`src/rtl/pipeline_pkg.sv`:
```
// Shared encodings for the RV32IM execute stage: opcodes, ALU/forwarding
// selectors, M-extension funct3 codes and the divider state type.
package pipeline_pkg;

    localparam logic [6:0] OPC_OP     = 7'b0110011;
    localparam logic [6:0] OPC_LUI    = 7'b0110111;
    localparam logic [6:0] OPC_AUIPC  = 7'b0010111;
    localparam logic [6:0] OPC_JALR   = 7'b1100111;
    localparam logic [6:0] OPC_BRANCH = 7'b1100011;

    localparam logic [1:0] ALU_ADD    = 2'b00;
    localparam logic [1:0] ALU_BRANCH = 2'b01;
    localparam logic [1:0] ALU_FUNCT  = 2'b10;
    localparam logic [1:0] ALU_UPPER  = 2'b11;

    localparam logic [1:0] FWD_MEM = 2'b01;
    localparam logic [1:0] FWD_WB  = 2'b10;

    localparam logic [6:0] F7_MEXT   = 7'b0000001;
    localparam logic [2:0] F3_MULH   = 3'b001;
    localparam logic [2:0] F3_MULHSU = 3'b010;
    localparam logic [2:0] F3_MULHU  = 3'b011;

    localparam logic [2:0] F3_BEQ  = 3'b000;
    localparam logic [2:0] F3_BNE  = 3'b001;
    localparam logic [2:0] F3_BLT  = 3'b100;
    localparam logic [2:0] F3_BGE  = 3'b101;
    localparam logic [2:0] F3_BLTU = 3'b110;
    localparam logic [2:0] F3_BGEU = 3'b111;

    typedef enum logic [1:0] {
        DIV_IDLE = 2'd0,
        DIV_BUSY = 2'd1,
        DIV_DONE = 2'd2
    } div_state_e;

    // Two's-complement negate when neg is set.
    function automatic logic [31:0] neg_if(input logic [31:0] v, input logic neg);
        return neg ? (~v + 32'd1) : v;
    endfunction

endpackage

```
`src/rtl/execute_stage_if.sv`:
```
// Decode/execute inputs and EX/MEM register outputs of the execute stage.
interface execute_stage_if;
    logic        de_valid_i;
    logic [6:0]  de_opcode_i;
    logic [2:0]  de_funct3_i;
    logic [6:0]  de_funct7_i;
    logic [31:0] de_pc_i;
    logic [4:0]  de_rd_i;
    logic [31:0] de_read_data1_i;
    logic [31:0] de_read_data2_i;
    logic [31:0] de_offset_i;
    logic        de_alusrc_i;
    logic        de_mem_to_reg_i;
    logic        de_reg_write_i;
    logic        de_mem_read_i;
    logic        de_mem_write_i;
    logic        de_jump_i;
    logic [1:0]  de_alu_op_i;

    logic        em_valid_o;
    logic        em_reg_write_o;
    logic        em_mem_to_reg_o;
    logic        em_mem_read_o;
    logic        em_mem_write_o;
    logic [31:0] em_alu_result_o;
    logic [31:0] em_store_data_o;
    logic [4:0]  em_rd_o;
    logic [2:0]  em_funct3_o;

    modport master (
        output de_valid_i, de_opcode_i, de_funct3_i, de_funct7_i, de_pc_i, de_rd_i,
               de_read_data1_i, de_read_data2_i, de_offset_i, de_alusrc_i,
               de_mem_to_reg_i, de_reg_write_i, de_mem_read_i, de_mem_write_i,
               de_jump_i, de_alu_op_i,
        input  em_valid_o, em_reg_write_o, em_mem_to_reg_o, em_mem_read_o,
               em_mem_write_o, em_alu_result_o, em_store_data_o, em_rd_o, em_funct3_o
    );

    modport slave (
        input  de_valid_i, de_opcode_i, de_funct3_i, de_funct7_i, de_pc_i, de_rd_i,
               de_read_data1_i, de_read_data2_i, de_offset_i, de_alusrc_i,
               de_mem_to_reg_i, de_reg_write_i, de_mem_read_i, de_mem_write_i,
               de_jump_i, de_alu_op_i,
        output em_valid_o, em_reg_write_o, em_mem_to_reg_o, em_mem_read_o,
               em_mem_write_o, em_alu_result_o, em_store_data_o, em_rd_o, em_funct3_o
    );
endinterface

```
`src/rtl/serial_divider.sv`:
```
// Radix-2 restoring divider: one quotient bit per cycle over 32 BUSY cycles,
// operands held as magnitudes, sign applied in DONE.
module serial_divider
    import pipeline_pkg::*;
(
    input  logic        clk_i,
    input  logic        rst_i,
    input  logic        start,
    input  logic        signed_op,
    input  logic        rem_op,
    input  logic [31:0] a,
    input  logic [31:0] b,
    output logic        busy,
    output logic        done,
    output logic [31:0] result
);

    div_state_e  state_q;
    logic [31:0] rem_q;
    logic [31:0] quo_q;
    logic [31:0] dvs_q;
    logic [4:0]  cnt_q;
    logic        neg_quo_q;
    logic        neg_rem_q;
    logic        rem_op_q;

    logic [32:0] shifted_s;
    logic [32:0] diff_s;

    assign shifted_s = {rem_q, quo_q[31]};
    assign diff_s    = shifted_s - {1'b0, dvs_q};

    // Divider FSM: load magnitudes, iterate the restoring step, hand off the result.
    always_ff @(posedge clk_i) begin
        if (rst_i) begin
            state_q   <= DIV_IDLE;
            rem_q     <= 32'd0;
            quo_q     <= 32'd0;
            dvs_q     <= 32'd0;
            cnt_q     <= 5'd0;
            neg_quo_q <= 1'b0;
            neg_rem_q <= 1'b0;
            rem_op_q  <= 1'b0;
        end else begin
            case (state_q)
                DIV_IDLE: begin
                    if (start) begin
                        rem_q     <= 32'd0;
                        quo_q     <= neg_if(a, signed_op & a[31]);
                        dvs_q     <= neg_if(b, signed_op & b[31]);
                        cnt_q     <= 5'd0;
                        neg_quo_q <= signed_op & (a[31] ^ b[31]);
                        neg_rem_q <= signed_op & a[31];
                        rem_op_q  <= rem_op;
                        state_q   <= DIV_BUSY;
                    end
                end
                DIV_BUSY: begin
                    if (!diff_s[32]) begin
                        rem_q <= diff_s[31:0];
                        quo_q <= {quo_q[30:0], 1'b1};
                    end else begin
                        rem_q <= shifted_s[31:0];
                        quo_q <= {quo_q[30:0], 1'b0};
                    end
                    cnt_q <= cnt_q + 5'd1;
                    if (cnt_q == 5'd31) begin
                        state_q <= DIV_DONE;
                    end
                end
                DIV_DONE: begin
                    state_q <= DIV_IDLE;
                end
                default: begin
                    state_q <= DIV_IDLE;
                end
            endcase
        end
    end

    assign busy   = (state_q == DIV_BUSY);
    assign done   = (state_q == DIV_DONE);
    assign result = rem_op_q ? neg_if(rem_q, neg_rem_q) : neg_if(quo_q, neg_quo_q);

endmodule

```
`src/rtl/execute_stage.sv`:
```
// RV32IM execute stage: forwarding, ALU, single-cycle multiply, branch
// resolution, serial divide with pipeline stall, and the EX/MEM register.
module execute_stage
    import pipeline_pkg::*;
(
    input  logic              clk_i,
    input  logic              rst_i,
    input  logic [1:0]        fwd_a_sel_i,
    input  logic [1:0]        fwd_b_sel_i,
    input  logic [31:0]       mem_fwd_data_i,
    input  logic [31:0]       wb_fwd_data_i,
    output logic              ex_stall_o,
    output logic              branch_taken_o,
    output logic [31:0]       branch_target_o,
    execute_stage_if.slave    bus
);

    logic [31:0] op_a_s, op_b_s, alu_b_s, alu_res_s, mul_res_s, special_res_s;
    logic [32:0] mul_a_s, mul_b_s;
    logic [65:0] mul_prod_s;
    logic [1:0]  unused_prod_s;
    logic        is_mext_s, is_div_s, div_signed_s, div_special_s, cond_s;
    logic        div_start_s, div_busy_s, div_done_s;
    logic [31:0] div_res_s;

    logic        em_valid_d, em_valid_q, em_reg_write_d, em_reg_write_q;
    logic        em_mem_to_reg_d, em_mem_to_reg_q, em_mem_read_d, em_mem_read_q;
    logic        em_mem_write_d, em_mem_write_q;
    logic [31:0] em_alu_result_d, em_alu_result_q, em_store_data_d, em_store_data_q;
    logic [4:0]  em_rd_d, em_rd_q;
    logic [2:0]  em_funct3_d, em_funct3_q;

    // Operand forwarding; the reserved selector falls back to the register file.
    always_comb begin
        case (fwd_a_sel_i)
            FWD_MEM: op_a_s = mem_fwd_data_i;
            FWD_WB:  op_a_s = wb_fwd_data_i;
            default: op_a_s = bus.de_read_data1_i;
        endcase
        case (fwd_b_sel_i)
            FWD_MEM: op_b_s = mem_fwd_data_i;
            FWD_WB:  op_b_s = wb_fwd_data_i;
            default: op_b_s = bus.de_read_data2_i;
        endcase
        alu_b_s = bus.de_alusrc_i ? bus.de_offset_i : op_b_s;
    end

    assign is_mext_s    = (bus.de_alu_op_i == ALU_FUNCT) && (bus.de_opcode_i == OPC_OP) &&
                          (bus.de_funct7_i == F7_MEXT);
    assign is_div_s     = bus.de_valid_i && is_mext_s && bus.de_funct3_i[2];
    assign div_signed_s = ~bus.de_funct3_i[0];

    // 33x33 signed product; bit 32 of each operand carries its sign or a zero.
    assign mul_a_s       = {((bus.de_funct3_i == F3_MULH) || (bus.de_funct3_i == F3_MULHSU)) & op_a_s[31], op_a_s};
    assign mul_b_s       = {(bus.de_funct3_i == F3_MULH) & alu_b_s[31], alu_b_s};
    assign mul_prod_s    = $signed(mul_a_s) * $signed(mul_b_s);
    assign unused_prod_s = mul_prod_s[65:64];

    // Multiply result select and the divides that resolve without the serial core.
    always_comb begin
        if (bus.de_funct3_i == F3_MULH || bus.de_funct3_i == F3_MULHSU || bus.de_funct3_i == F3_MULHU) begin
            mul_res_s = mul_prod_s[63:32];
        end else begin
            mul_res_s = mul_prod_s[31:0];
        end
        if (alu_b_s == 32'd0) begin
            div_special_s = 1'b1;
            special_res_s = bus.de_funct3_i[1] ? op_a_s : 32'hFFFF_FFFF;
        end else if (div_signed_s && (op_a_s == 32'h8000_0000) && (alu_b_s == 32'hFFFF_FFFF)) begin
            div_special_s = 1'b1;
            special_res_s = bus.de_funct3_i[1] ? 32'd0 : 32'h8000_0000;
        end else begin
            div_special_s = 1'b0;
            special_res_s = 32'd0;
        end
    end

    assign div_start_s = is_div_s && !div_special_s && !div_busy_s && !div_done_s;
    assign ex_stall_o  = div_start_s || div_busy_s;

    serial_divider u_div (
        .clk_i     (clk_i),
        .rst_i     (rst_i),
        .start     (div_start_s),
        .signed_op (div_signed_s),
        .rem_op    (bus.de_funct3_i[1]),
        .a         (op_a_s),
        .b         (alu_b_s),
        .busy      (div_busy_s),
        .done      (div_done_s),
        .result    (div_res_s)
    );

    // Main ALU result by alu_op class.
    always_comb begin
        alu_res_s = 32'd0;
        case (bus.de_alu_op_i)
            ALU_ADD:    alu_res_s = op_a_s + alu_b_s;
            ALU_BRANCH: alu_res_s = op_a_s - alu_b_s;
            ALU_FUNCT: begin
                if (is_mext_s) begin
                    alu_res_s = bus.de_funct3_i[2] ? special_res_s : mul_res_s;
                end else begin
                    case (bus.de_funct3_i)
                        3'b000: alu_res_s = (bus.de_opcode_i == OPC_OP && bus.de_funct7_i[5]) ?
                                            op_a_s - alu_b_s : op_a_s + alu_b_s;
                        3'b001: alu_res_s = op_a_s << alu_b_s[4:0];
                        3'b010: alu_res_s = {31'd0, $signed(op_a_s) < $signed(alu_b_s)};
                        3'b011: alu_res_s = {31'd0, op_a_s < alu_b_s};
                        3'b100: alu_res_s = op_a_s ^ alu_b_s;
                        3'b101: alu_res_s = bus.de_funct7_i[5] ? 32'($signed(op_a_s) >>> alu_b_s[4:0]) :
                                            op_a_s >> alu_b_s[4:0];
                        3'b110: alu_res_s = op_a_s | alu_b_s;
                        default: alu_res_s = op_a_s & alu_b_s;
                    endcase
                end
            end
            default: begin
                if (bus.de_opcode_i == OPC_LUI) begin
                    alu_res_s = bus.de_offset_i;
                end else if (bus.de_opcode_i == OPC_AUIPC) begin
                    alu_res_s = bus.de_pc_i + bus.de_offset_i;
                end else begin
                    alu_res_s = bus.de_pc_i + 32'd4;
                end
            end
        endcase
    end

    // Branch condition, redirect decision and target.
    always_comb begin
        case (bus.de_funct3_i)
            F3_BEQ:  cond_s = (op_a_s == op_b_s);
            F3_BNE:  cond_s = (op_a_s != op_b_s);
            F3_BLT:  cond_s = ($signed(op_a_s) < $signed(op_b_s));
            F3_BGE:  cond_s = ($signed(op_a_s) >= $signed(op_b_s));
            F3_BLTU: cond_s = (op_a_s < op_b_s);
            F3_BGEU: cond_s = (op_a_s >= op_b_s);
            default: cond_s = 1'b0;
        endcase
        branch_taken_o = bus.de_valid_i && !ex_stall_o &&
                         (bus.de_jump_i || ((bus.de_opcode_i == OPC_BRANCH) && cond_s));
        if (bus.de_jump_i && (bus.de_opcode_i == OPC_JALR)) begin
            branch_target_o = (op_a_s + bus.de_offset_i) & 32'hFFFF_FFFE;
        end else begin
            branch_target_o = bus.de_pc_i + bus.de_offset_i;
        end
    end

    // EX/MEM next state: bubble while stalled, divider result when it finishes.
    always_comb begin
        em_valid_d      = bus.de_valid_i;
        em_reg_write_d  = bus.de_valid_i & bus.de_reg_write_i;
        em_mem_to_reg_d = bus.de_valid_i & bus.de_mem_to_reg_i;
        em_mem_read_d   = bus.de_valid_i & bus.de_mem_read_i;
        em_mem_write_d  = bus.de_valid_i & bus.de_mem_write_i;
        em_alu_result_d = alu_res_s;
        em_store_data_d = op_b_s;
        em_rd_d         = bus.de_rd_i;
        em_funct3_d     = bus.de_funct3_i;
        if (ex_stall_o) begin
            em_valid_d      = 1'b0;
            em_reg_write_d  = 1'b0;
            em_mem_to_reg_d = 1'b0;
            em_mem_read_d   = 1'b0;
            em_mem_write_d  = 1'b0;
        end else if (div_done_s) begin
            em_alu_result_d = div_res_s;
        end else begin
            em_alu_result_d = alu_res_s;
        end
    end

    // EX/MEM register.
    always_ff @(posedge clk_i) begin
        if (rst_i) begin
            em_valid_q      <= 1'b0;
            em_reg_write_q  <= 1'b0;
            em_mem_to_reg_q <= 1'b0;
            em_mem_read_q   <= 1'b0;
            em_mem_write_q  <= 1'b0;
            em_alu_result_q <= 32'd0;
            em_store_data_q <= 32'd0;
            em_rd_q         <= 5'd0;
            em_funct3_q     <= 3'd0;
        end else begin
            em_valid_q      <= em_valid_d;
            em_reg_write_q  <= em_reg_write_d;
            em_mem_to_reg_q <= em_mem_to_reg_d;
            em_mem_read_q   <= em_mem_read_d;
            em_mem_write_q  <= em_mem_write_d;
            em_alu_result_q <= em_alu_result_d;
            em_store_data_q <= em_store_data_d;
            em_rd_q         <= em_rd_d;
            em_funct3_q     <= em_funct3_d;
        end
    end

    assign bus.em_valid_o      = em_valid_q;
    assign bus.em_reg_write_o  = em_reg_write_q;
    assign bus.em_mem_to_reg_o = em_mem_to_reg_q;
    assign bus.em_mem_read_o   = em_mem_read_q;
    assign bus.em_mem_write_o  = em_mem_write_q;
    assign bus.em_alu_result_o = em_alu_result_q;
    assign bus.em_store_data_o = em_store_data_q;
    assign bus.em_rd_o         = em_rd_q;
    assign bus.em_funct3_o     = em_funct3_q;

endmodule
```
`src/flat_wrapper.sv`:
```
// flat-port wrapper written by rule: the top's interface ports become plain ports
module execute_stage_flat import pipeline_pkg::*;
  (clk_i, rst_i, fwd_a_sel_i, fwd_b_sel_i, mem_fwd_data_i, wb_fwd_data_i, ex_stall_o, branch_taken_o, branch_target_o, bus_de_valid_i, bus_de_opcode_i, bus_de_funct3_i, bus_de_funct7_i, bus_de_pc_i, bus_de_rd_i, bus_de_read_data1_i, bus_de_read_data2_i, bus_de_offset_i, bus_de_alusrc_i, bus_de_mem_to_reg_i, bus_de_reg_write_i, bus_de_mem_read_i, bus_de_mem_write_i, bus_de_jump_i, bus_de_alu_op_i, bus_em_valid_o, bus_em_reg_write_o, bus_em_mem_to_reg_o, bus_em_mem_read_o, bus_em_mem_write_o, bus_em_alu_result_o, bus_em_store_data_o, bus_em_rd_o, bus_em_funct3_o);
  execute_stage_if bus_i ();
  input  logic clk_i;
  input  logic rst_i;
  input  logic [1:0] fwd_a_sel_i;
  input  logic [1:0] fwd_b_sel_i;
  input  logic [31:0] mem_fwd_data_i;
  input  logic [31:0] wb_fwd_data_i;
  output logic ex_stall_o;
  output logic branch_taken_o;
  output logic [31:0] branch_target_o;
  input wire logic [$bits(bus_i.de_valid_i)-1:0] bus_de_valid_i;
  input wire logic [$bits(bus_i.de_opcode_i)-1:0] bus_de_opcode_i;
  input wire logic [$bits(bus_i.de_funct3_i)-1:0] bus_de_funct3_i;
  input wire logic [$bits(bus_i.de_funct7_i)-1:0] bus_de_funct7_i;
  input wire logic [$bits(bus_i.de_pc_i)-1:0] bus_de_pc_i;
  input wire logic [$bits(bus_i.de_rd_i)-1:0] bus_de_rd_i;
  input wire logic [$bits(bus_i.de_read_data1_i)-1:0] bus_de_read_data1_i;
  input wire logic [$bits(bus_i.de_read_data2_i)-1:0] bus_de_read_data2_i;
  input wire logic [$bits(bus_i.de_offset_i)-1:0] bus_de_offset_i;
  input wire logic [$bits(bus_i.de_alusrc_i)-1:0] bus_de_alusrc_i;
  input wire logic [$bits(bus_i.de_mem_to_reg_i)-1:0] bus_de_mem_to_reg_i;
  input wire logic [$bits(bus_i.de_reg_write_i)-1:0] bus_de_reg_write_i;
  input wire logic [$bits(bus_i.de_mem_read_i)-1:0] bus_de_mem_read_i;
  input wire logic [$bits(bus_i.de_mem_write_i)-1:0] bus_de_mem_write_i;
  input wire logic [$bits(bus_i.de_jump_i)-1:0] bus_de_jump_i;
  input wire logic [$bits(bus_i.de_alu_op_i)-1:0] bus_de_alu_op_i;
  output wire logic [$bits(bus_i.em_valid_o)-1:0] bus_em_valid_o;
  output wire logic [$bits(bus_i.em_reg_write_o)-1:0] bus_em_reg_write_o;
  output wire logic [$bits(bus_i.em_mem_to_reg_o)-1:0] bus_em_mem_to_reg_o;
  output wire logic [$bits(bus_i.em_mem_read_o)-1:0] bus_em_mem_read_o;
  output wire logic [$bits(bus_i.em_mem_write_o)-1:0] bus_em_mem_write_o;
  output wire logic [$bits(bus_i.em_alu_result_o)-1:0] bus_em_alu_result_o;
  output wire logic [$bits(bus_i.em_store_data_o)-1:0] bus_em_store_data_o;
  output wire logic [$bits(bus_i.em_rd_o)-1:0] bus_em_rd_o;
  output wire logic [$bits(bus_i.em_funct3_o)-1:0] bus_em_funct3_o;
  assign bus_i.de_valid_i = bus_de_valid_i;
  assign bus_i.de_opcode_i = bus_de_opcode_i;
  assign bus_i.de_funct3_i = bus_de_funct3_i;
  assign bus_i.de_funct7_i = bus_de_funct7_i;
  assign bus_i.de_pc_i = bus_de_pc_i;
  assign bus_i.de_rd_i = bus_de_rd_i;
  assign bus_i.de_read_data1_i = bus_de_read_data1_i;
  assign bus_i.de_read_data2_i = bus_de_read_data2_i;
  assign bus_i.de_offset_i = bus_de_offset_i;
  assign bus_i.de_alusrc_i = bus_de_alusrc_i;
  assign bus_i.de_mem_to_reg_i = bus_de_mem_to_reg_i;
  assign bus_i.de_reg_write_i = bus_de_reg_write_i;
  assign bus_i.de_mem_read_i = bus_de_mem_read_i;
  assign bus_i.de_mem_write_i = bus_de_mem_write_i;
  assign bus_i.de_jump_i = bus_de_jump_i;
  assign bus_i.de_alu_op_i = bus_de_alu_op_i;
  assign bus_em_valid_o = bus_i.em_valid_o;
  assign bus_em_reg_write_o = bus_i.em_reg_write_o;
  assign bus_em_mem_to_reg_o = bus_i.em_mem_to_reg_o;
  assign bus_em_mem_read_o = bus_i.em_mem_read_o;
  assign bus_em_mem_write_o = bus_i.em_mem_write_o;
  assign bus_em_alu_result_o = bus_i.em_alu_result_o;
  assign bus_em_store_data_o = bus_i.em_store_data_o;
  assign bus_em_rd_o = bus_i.em_rd_o;
  assign bus_em_funct3_o = bus_i.em_funct3_o;
  execute_stage u_core (.clk_i(clk_i), .rst_i(rst_i), .fwd_a_sel_i(fwd_a_sel_i), .fwd_b_sel_i(fwd_b_sel_i), .mem_fwd_data_i(mem_fwd_data_i), .wb_fwd_data_i(wb_fwd_data_i), .ex_stall_o(ex_stall_o), .branch_taken_o(branch_taken_o), .branch_target_o(branch_target_o), .bus(bus_i));
endmodule
```
`config.mk`:
```
export PLATFORM = sky130hd
export DESIGN_NAME = execute_stage_flat
export DESIGN_NICKNAME = d
export VERILOG_FILES = /design/src/rtl/pipeline_pkg.sv /design/src/rtl/execute_stage_if.sv /design/src/rtl/serial_divider.sv /design/src/rtl/execute_stage.sv /design/src/flat_wrapper.sv
export SDC_FILE = /design/constraint.sdc
export NUM_CORES = 2
export LEC_CHECK = 0
export BUFFER_PORTS_ARGS = -buffer_cell sky130_fd_sc_hd__clkbuf_2
export CORE_AREA = 2 2 330 332
export DETAILED_ROUTE_END_ITERATION = 8
export DIE_AREA = 0 0 332 334
export PLACE_DENSITY = 0.8
export SLEW_MARGIN = 20
export SYNTH_ARGS = -nofsm -noshare
export SYNTH_HDL_FRONTEND = slang
export SYNTH_HIERARCHICAL = 1
export SYNTH_SLANG_ARGS = --single-unit
export TNS_END_PERCENT = 1
```
`constraint.sdc`:
```
create_clock -name clk_i -period 36.9 [get_ports clk_i]
set_input_delay 7.38 -clock clk_i [delete_from_list [all_inputs] [get_ports clk_i]]
set_output_delay 7.38 -clock clk_i [all_outputs]
set_load 0.03 [all_outputs]
```
==> Yosys cells after proc, flatten, opt, wreduce, memory -nomap -nowiden <==
Cells that the tools add are included.
{ "word_totals": {"in_bits": 229, "regBits": 183, "elab_cells": 153} }
{ "classes": {"eq_ne": 28, "multipliers": 1, "n_reduce_logical": 31, "muxes": 38, "addsub": 11, "bitwise": 18, "magnitude_cmp": 6, "shifts": 3} }
{ "op_table": {"columns": ["cell", "n"], "rows": [
  ["32-bit two-way mux", 23],
  ["32-bit one-hot mux with 2 select lines", 4],
  ["32-bit one-hot mux with 7 select lines", 1],
  ["32-bit by 1-bit adder with 32-bit output, second input constant", 4],
  ["32-bit less-than comparator", 4],
  ["32-bit NOT", 4],
  ["32-bit adder", 3],
  ["32-bit one-hot mux with 3 select lines", 1],
  ["32-bit == test, second input constant", 2],
  ["32-bit greater-or-equal comparator", 2],
  ["33-bit by 33-bit multiplier with 64-bit output", 1],
  ["33-bit by 32-bit subtractor with 33-bit output", 1],
  ["32-bit by 3-bit adder with 32-bit output, second input constant", 1],
  ["32-bit bitwise AND", 1],
  ["32-bit == test", 1],
  ["32-bit zero test", 1],
  ["32-bit != test", 1],
  ["32-bit bitwise OR", 1],
  ["32-bit by 5-bit left shift with 32-bit output", 1],
  ["32-bit by 5-bit >> shifter with 32-bit output", 1],
  ["32-bit by 5-bit >>> shifter with 32-bit output", 1],
  ["32-bit subtractor", 1],
  ["32-bit bitwise XOR", 1],
  ["7-bit by 6-bit == test with 1-bit output, second input constant", 2],
  ["29 further kinds", 73]
]} }

==> Logic depth before layout (Yosys ltp) <==
{ "depth": {"ltp_word": 15, "depth_mapped": 39} }

==> Cells and area by module <==
Netlist, hierarchy kept.
{ "modules_own_cells": {"columns": ["module", "n_inst", "cells_each", "area_per_inst_um2"], "rows": [
  ["execute_stage", 1, 7115, 57108.5],
  ["serial_divider", 1, 1210, 8854.7]
]} }

==> Worst setup path after synthesis <==
Ideal clock, no wire load.
{ "synth_timing": {"path_kind": "input port to output port", "startpoint": "input port fwd_a_sel_i[0]", "endpoint": "output port branch_target_o[30]", "cell_stages": 21, "path_slack_ns": 17.521, "t_arrival_ns": 11.999, "path_cell_list": "inv_1 ha_1 buf_2 buf_2 buf_2 nand2_1 o21ai_0 clkbuf_1 clkbuf_1 ha_1 a211oi_1 o211ai_1 a41oi_1 o21ai_0 o211a_1 o221a_2 a41o_1 nand4_1 a31oi_1 xnor2_1 o21ai_0"} }
{ "synth_via": {"elab_chain_len": 4, "elab_cells_between_ends": 5, "cone_classes": "add/sub (1); eq/ne (2); mux (2)"} }
{ "synth_rtl": {"columns": ["item", "line_no", "rtl"], "rows": [
  ["start: declaration", "flat_wrapper.sv:7", "input logic [1:0] fwd_a_sel_i;"],
  ["2-bit == test or 2-bit by 1-bit == test with 1-bit output (tied branches)", "execute_stage.sv:35", "case (fwd_a_sel_i)"],
  ["32-bit one-hot mux with 2 select lines *", "execute_stage.sv:35", null],
  ["named net u_core.mul_a_s[2]", "execute_stage.sv:19", "logic [32:0] mul_a_s, mul_b_s;"],
  ["32-bit adder *", "execute_stage.sv:144", "branch_target_o = (op_a_s + bus.de_offset_i) & 32'hFFFF_FFFE;"],
  ["32-bit two-way mux *", "execute_stage.sv:143", "if (bus.de_jump_i && (bus.de_opcode_i == OPC_JALR)) begin"],
  ["end: declaration", "flat_wrapper.sv:13", "output logic [31:0] branch_target_o;"]
]} }
The timed path passes the listed nets; every way through them passes the cells marked *.

==> Final worst setup path <==
{ "layout_timing": {"startpoint": "input port fwd_b_sel_i[0]", "endpoint": "output port branch_taken_o"} }
{ "layout_via": {"elab_chain_len": 15, "elab_cells_between_ends": 26, "cone_classes": "order compare (4); eq/ne (5); mux (5); reduce/logical (12)"} }
{ "layout_rtl": {"columns": ["item", "line_no", "rtl"], "rows": [
  ["start: declaration", "flat_wrapper.sv:8", "input logic [1:0] fwd_b_sel_i;"],
  ["2-bit == test or 2-bit by 1-bit == test with 1-bit output (tied branches)", "execute_stage.sv:40", "case (fwd_b_sel_i)"],
  ["32-bit one-hot mux with 2 select lines *", "execute_stage.sv:40", null],
  ["32-bit two-way mux *", "execute_stage.sv:45", "alu_b_s = bus.de_alusrc_i ? bus.de_offset_i : op_b_s;"],
  ["32-bit == test", "execute_stage.sv:69", "end else if (div_signed_s && (op_a_s == 32'h8000_0000) && (alu_b_s == 32'hFFFF_FFFF)) begin"],
  ["1-bit logical AND", "execute_stage.sv:69", null],
  ["1-bit two-way mux", "execute_stage.sv:69", null],
  ["1-bit two-way mux *", "execute_stage.sv:66", "if (alu_b_s == 32'd0) begin"],
  ["1-bit zero test *", "execute_stage.sv:78", "assign div_start_s = is_div_s && !div_special_s && !div_busy_s && !div_done_s;"],
  ["1-bit logical AND * (3 in series)", "execute_stage.sv:78", null],
  ["named net u_core.div_start_s", "execute_stage.sv:23", "logic div_start_s, div_busy_s, div_done_s;"],
  ["1-bit logical OR *", "execute_stage.sv:79", "assign ex_stall_o = div_start_s || div_busy_s;"],
  ["1-bit zero test *", "execute_stage.sv:141", "branch_taken_o = bus.de_valid_i && !ex_stall_o &&"],
  ["1-bit logical AND * (2 in series)", "execute_stage.sv:141", null],
  ["end: declaration", "flat_wrapper.sv:12", "output logic branch_taken_o;"]
]} }
Marked as above.

==> metrics <==
outcome=finished, violations left; violations in the final reports=design-rule violations; worst hold endpoint=u_core/u_div/rem_op_q; Rel. slew slack=10.3%; WL/cell=32.6 um; Slew @ Worst Pin=1.35 ns; Clk Tree Root Cell=clkbuf_16; largest net degree at the start of global routing=92; Hold Violations, Final=0; Core Area=108000 um2; FP Rows=121; Slew Limit Fails=0; vias in the first global route=68.5k; die area=111000 um2; commonest non-fill, non-tap cells in the layout=1264 x inv_1, 1150 x nand2_1, 1130 x fa_1; worst r2r src=u_core/u_div/rem_q[0]; DRC violations left=62; CTS clock-pin slew for the worst setup and hold paths=0.08 ns; RR Endpoint=u_core/u_div/rem_q[8]; Req. time, crit path=29.52 ns; max-capacitance violation count=0; total number of vias=68.6k; RSZ-0062 raised after global routing=false; Final Cycle Share=56.9%; H-tree depth=4; commonest non-fill, non-tap cell in the layout=inv_1; synthesized area per cell=7.92 um2; grt total ovfl=0; dpl hpwl=243000 um; cts repair resizes=0; 1st-pass router iterations=9; Post-CTS Repair Setup Buffers=0; Starting Density=61.2%; Crit Path Class=in -> out; FF-to-FF path depth=11; post-layout min period=21.01 ns; port bufs=339; Antenna Nets Post-Route=0; DRT iter0 DRCs=10.9k; Critical Path Source Type=primary input; Post-synth top flop=dfxtp_1; Synth cell types=107; Syn Nets=10.1k; fill cell count=8974; clock skew=0.0166 ns; reg-to-reg setup timing slack=32.82 ns; Layout area overhead=6.23%; hold buffer count at CTS=0; #FFs+latches synth=183; slowest CP cell=clkinv_1; ys async rst share=0%; post-synthesis instance total=8325; share of cells above drive strength 1=8.86%; TritonCTS buffer count=17; IO Count=340; Top delay family on crit path=buffers and inverters; nets=10.2k; fmax=47.6 MHz; Yosys Warn Count=6; crit-path max cell delay=1.17 ns; Final setup viols=0; CTS Sinks=183; Clock Path Buffers=2; worst skew pair latency=0.47 ns; Vias/cell=6.99; drt total wl=320000 um; Syn Std Cell Area=66000 um2; RePlAce Congestion=1.16; CP endpoint kind=primary output; crit-path max FO=46; Fin Setup TNS=0 ns; CP Cell Sequence=clkbuf_2 > inv_1 > ha_1 > buf_4 > inv_2 > o21ai_0 > buf_4 > o21ai_2 > buf_4 > clkinv_1 > nor4_1 > a31oi_1 > and4_1 > nor3_1 > clkbuf_2; WP data arrival=13.63 ns; hold path start=u_core/u_div/rem_op_q; part of the Yosys area used for sequential elements=5.55%; CP Buf/Inv Count=8; EDFF count, synth=0; hold path depth=2; die width=332 um; first-pass GRT wire length=460000 um; most frequent CP cell=buf_4; initial antenna violation count=34; CTS tree=built; HP Class=reg -> reg; gr usage total=56.9%; Die H=334 um
-- per-layer routing --
layer  wire, um  part of all wire [%]  up-vias  global-route usage (%)
li1           -                     -    27336                       -
met1     106000                    33    32618                    67.4
met2     126000                    40     6482                    79.8
met3      53300                    17     2135                    25.2
met4      34000                    11       42                    46.3
met5        436                  0.14        -                   0.912
-- flip-flops by register name, indices dropped and copies added, names as in the netlist --
signal / count
u_core/bus.em_alu_result_o: 32
u_core/bus.em_funct3_o: 3
u_core/bus.em_mem_read_o: 1
u_core/bus.em_mem_to_reg_o: 1
u_core/bus.em_mem_write_o: 1
u_core/bus.em_rd_o: 5
u_core/bus.em_reg_write_o: 1
u_core/bus.em_store_data_o: 32
u_core/bus.em_valid_o: 1
u_core/u_div/cnt_q: 5
u_core/u_div/dvs_q: 32
u_core/u_div/neg_quo_q: 1
u_core/u_div/neg_rem_q: 1
u_core/u_div/quo_q: 32
u_core/u_div/rem_op_q: 1
u_core/u_div/rem_q: 32
u_core/u_div/state_q: 2
-- synthesized netlist by cell type (33+ instances only) --
cell      count  area, um2
a211oi_1    117        878
a21o_1       98        736
a21oi_1     397       1990
a221oi_1     41        359
a22oi_1      78        586
a31oi_1      56        350
and2_1       33        206
and3_1       37        231
buf_1        53        199
buf_2        48        240
clkbuf_1    383       1440
dfxtp_1     183       3660
fa_1       1130      22600
ha_1        445       5570
inv_1      1269       4760
mux2i_1     166       1660
nand2_1    1150       4320
nand2b_1     53        332
nand3_1     133        666
nand4_1      51        319
nor2_1      755       2830
nor2b_1      49        307
nor3_1       83        415
nor4_1       45        282
o211ai_1     64        480
o21a_1       34        255
o21ai_0     373       1870
o21ai_1      40        200
o31ai_1      48        360
or3_1        44        275
xnor2_1     212       1860
xor2_1      129       1130
-- logic make-up after synthesis --
group / synth area share [%]
and+or+nand+nor: 16.7
buffers and inverters: 10.4
AOI/OAI and AO/OA: 17.1
adders and majority gates: 42.7
xor gates and xnor gates: 4.53
muxes: 2.96
DFF: 5.55
-- worst max path at each step --
stage / from / endpoint / slack (ns) / depth (start not counted)
floorplan: fwd_a_sel_i[0] / branch_target_o[30] / 17.52 / 21
global placement: fwd_a_sel_i[0] / branch_target_o[31] / 16.46 / 20
detailed placement: fwd_a_sel_i[0] / branch_target_o[31] / 16.41 / 20
CTS: fwd_a_sel_i[0] / branch_target_o[31] / 16.39 / 20
global route: fwd_a_sel_i[0] / branch_target_o[31] / 15.88 / 20
finish: fwd_b_sel_i[0] / branch_taken_o / 15.89 / 15
-- area by class of cell --
type | count | area [um2] | share of cell area, %
clock inverter | 14 | 168 | 0.239
sequential | 183 | 3660 | 5.23
timing repair buffer | 522 | 3080 | 4.40
clock buffer | 18 | 439 | 0.627
tap | 1414 | 1770 | 2.52
antenna | 24 | 60.1 | 0.0857
inverter | 1294 | 4870 | 6.96
multi-input combinational | 6351 | 56000 | 79.9
-- tightest hold or removal path, stage by stage (launching register included) --
cell,delay [ns]
dfxtp_2,0.33
nand2_1,0.05
a21oi_1,0.06
-- stage by stage --
stage	util [%]	setup slack [ns]	hold WS, ns	instances	instance area, um2
2_1_floorplan	-	17.52	0.436	8325	66000
5_1_grt	65.0	15.88	0.495	9797	70000
3_5_place_dp	64.3	16.41	0.458	9764	69400
6_report	65.0	15.89	0.474	9820	70100
4_1_cts	64.9	16.39	0.470	9796	70000
3_3_place_gp	64.3	16.46	0.445	9764	69300
Power is left out: the tool's default activity adds up to more than one toggle a clock period on the data nets, which glitch-free logic cannot reach.
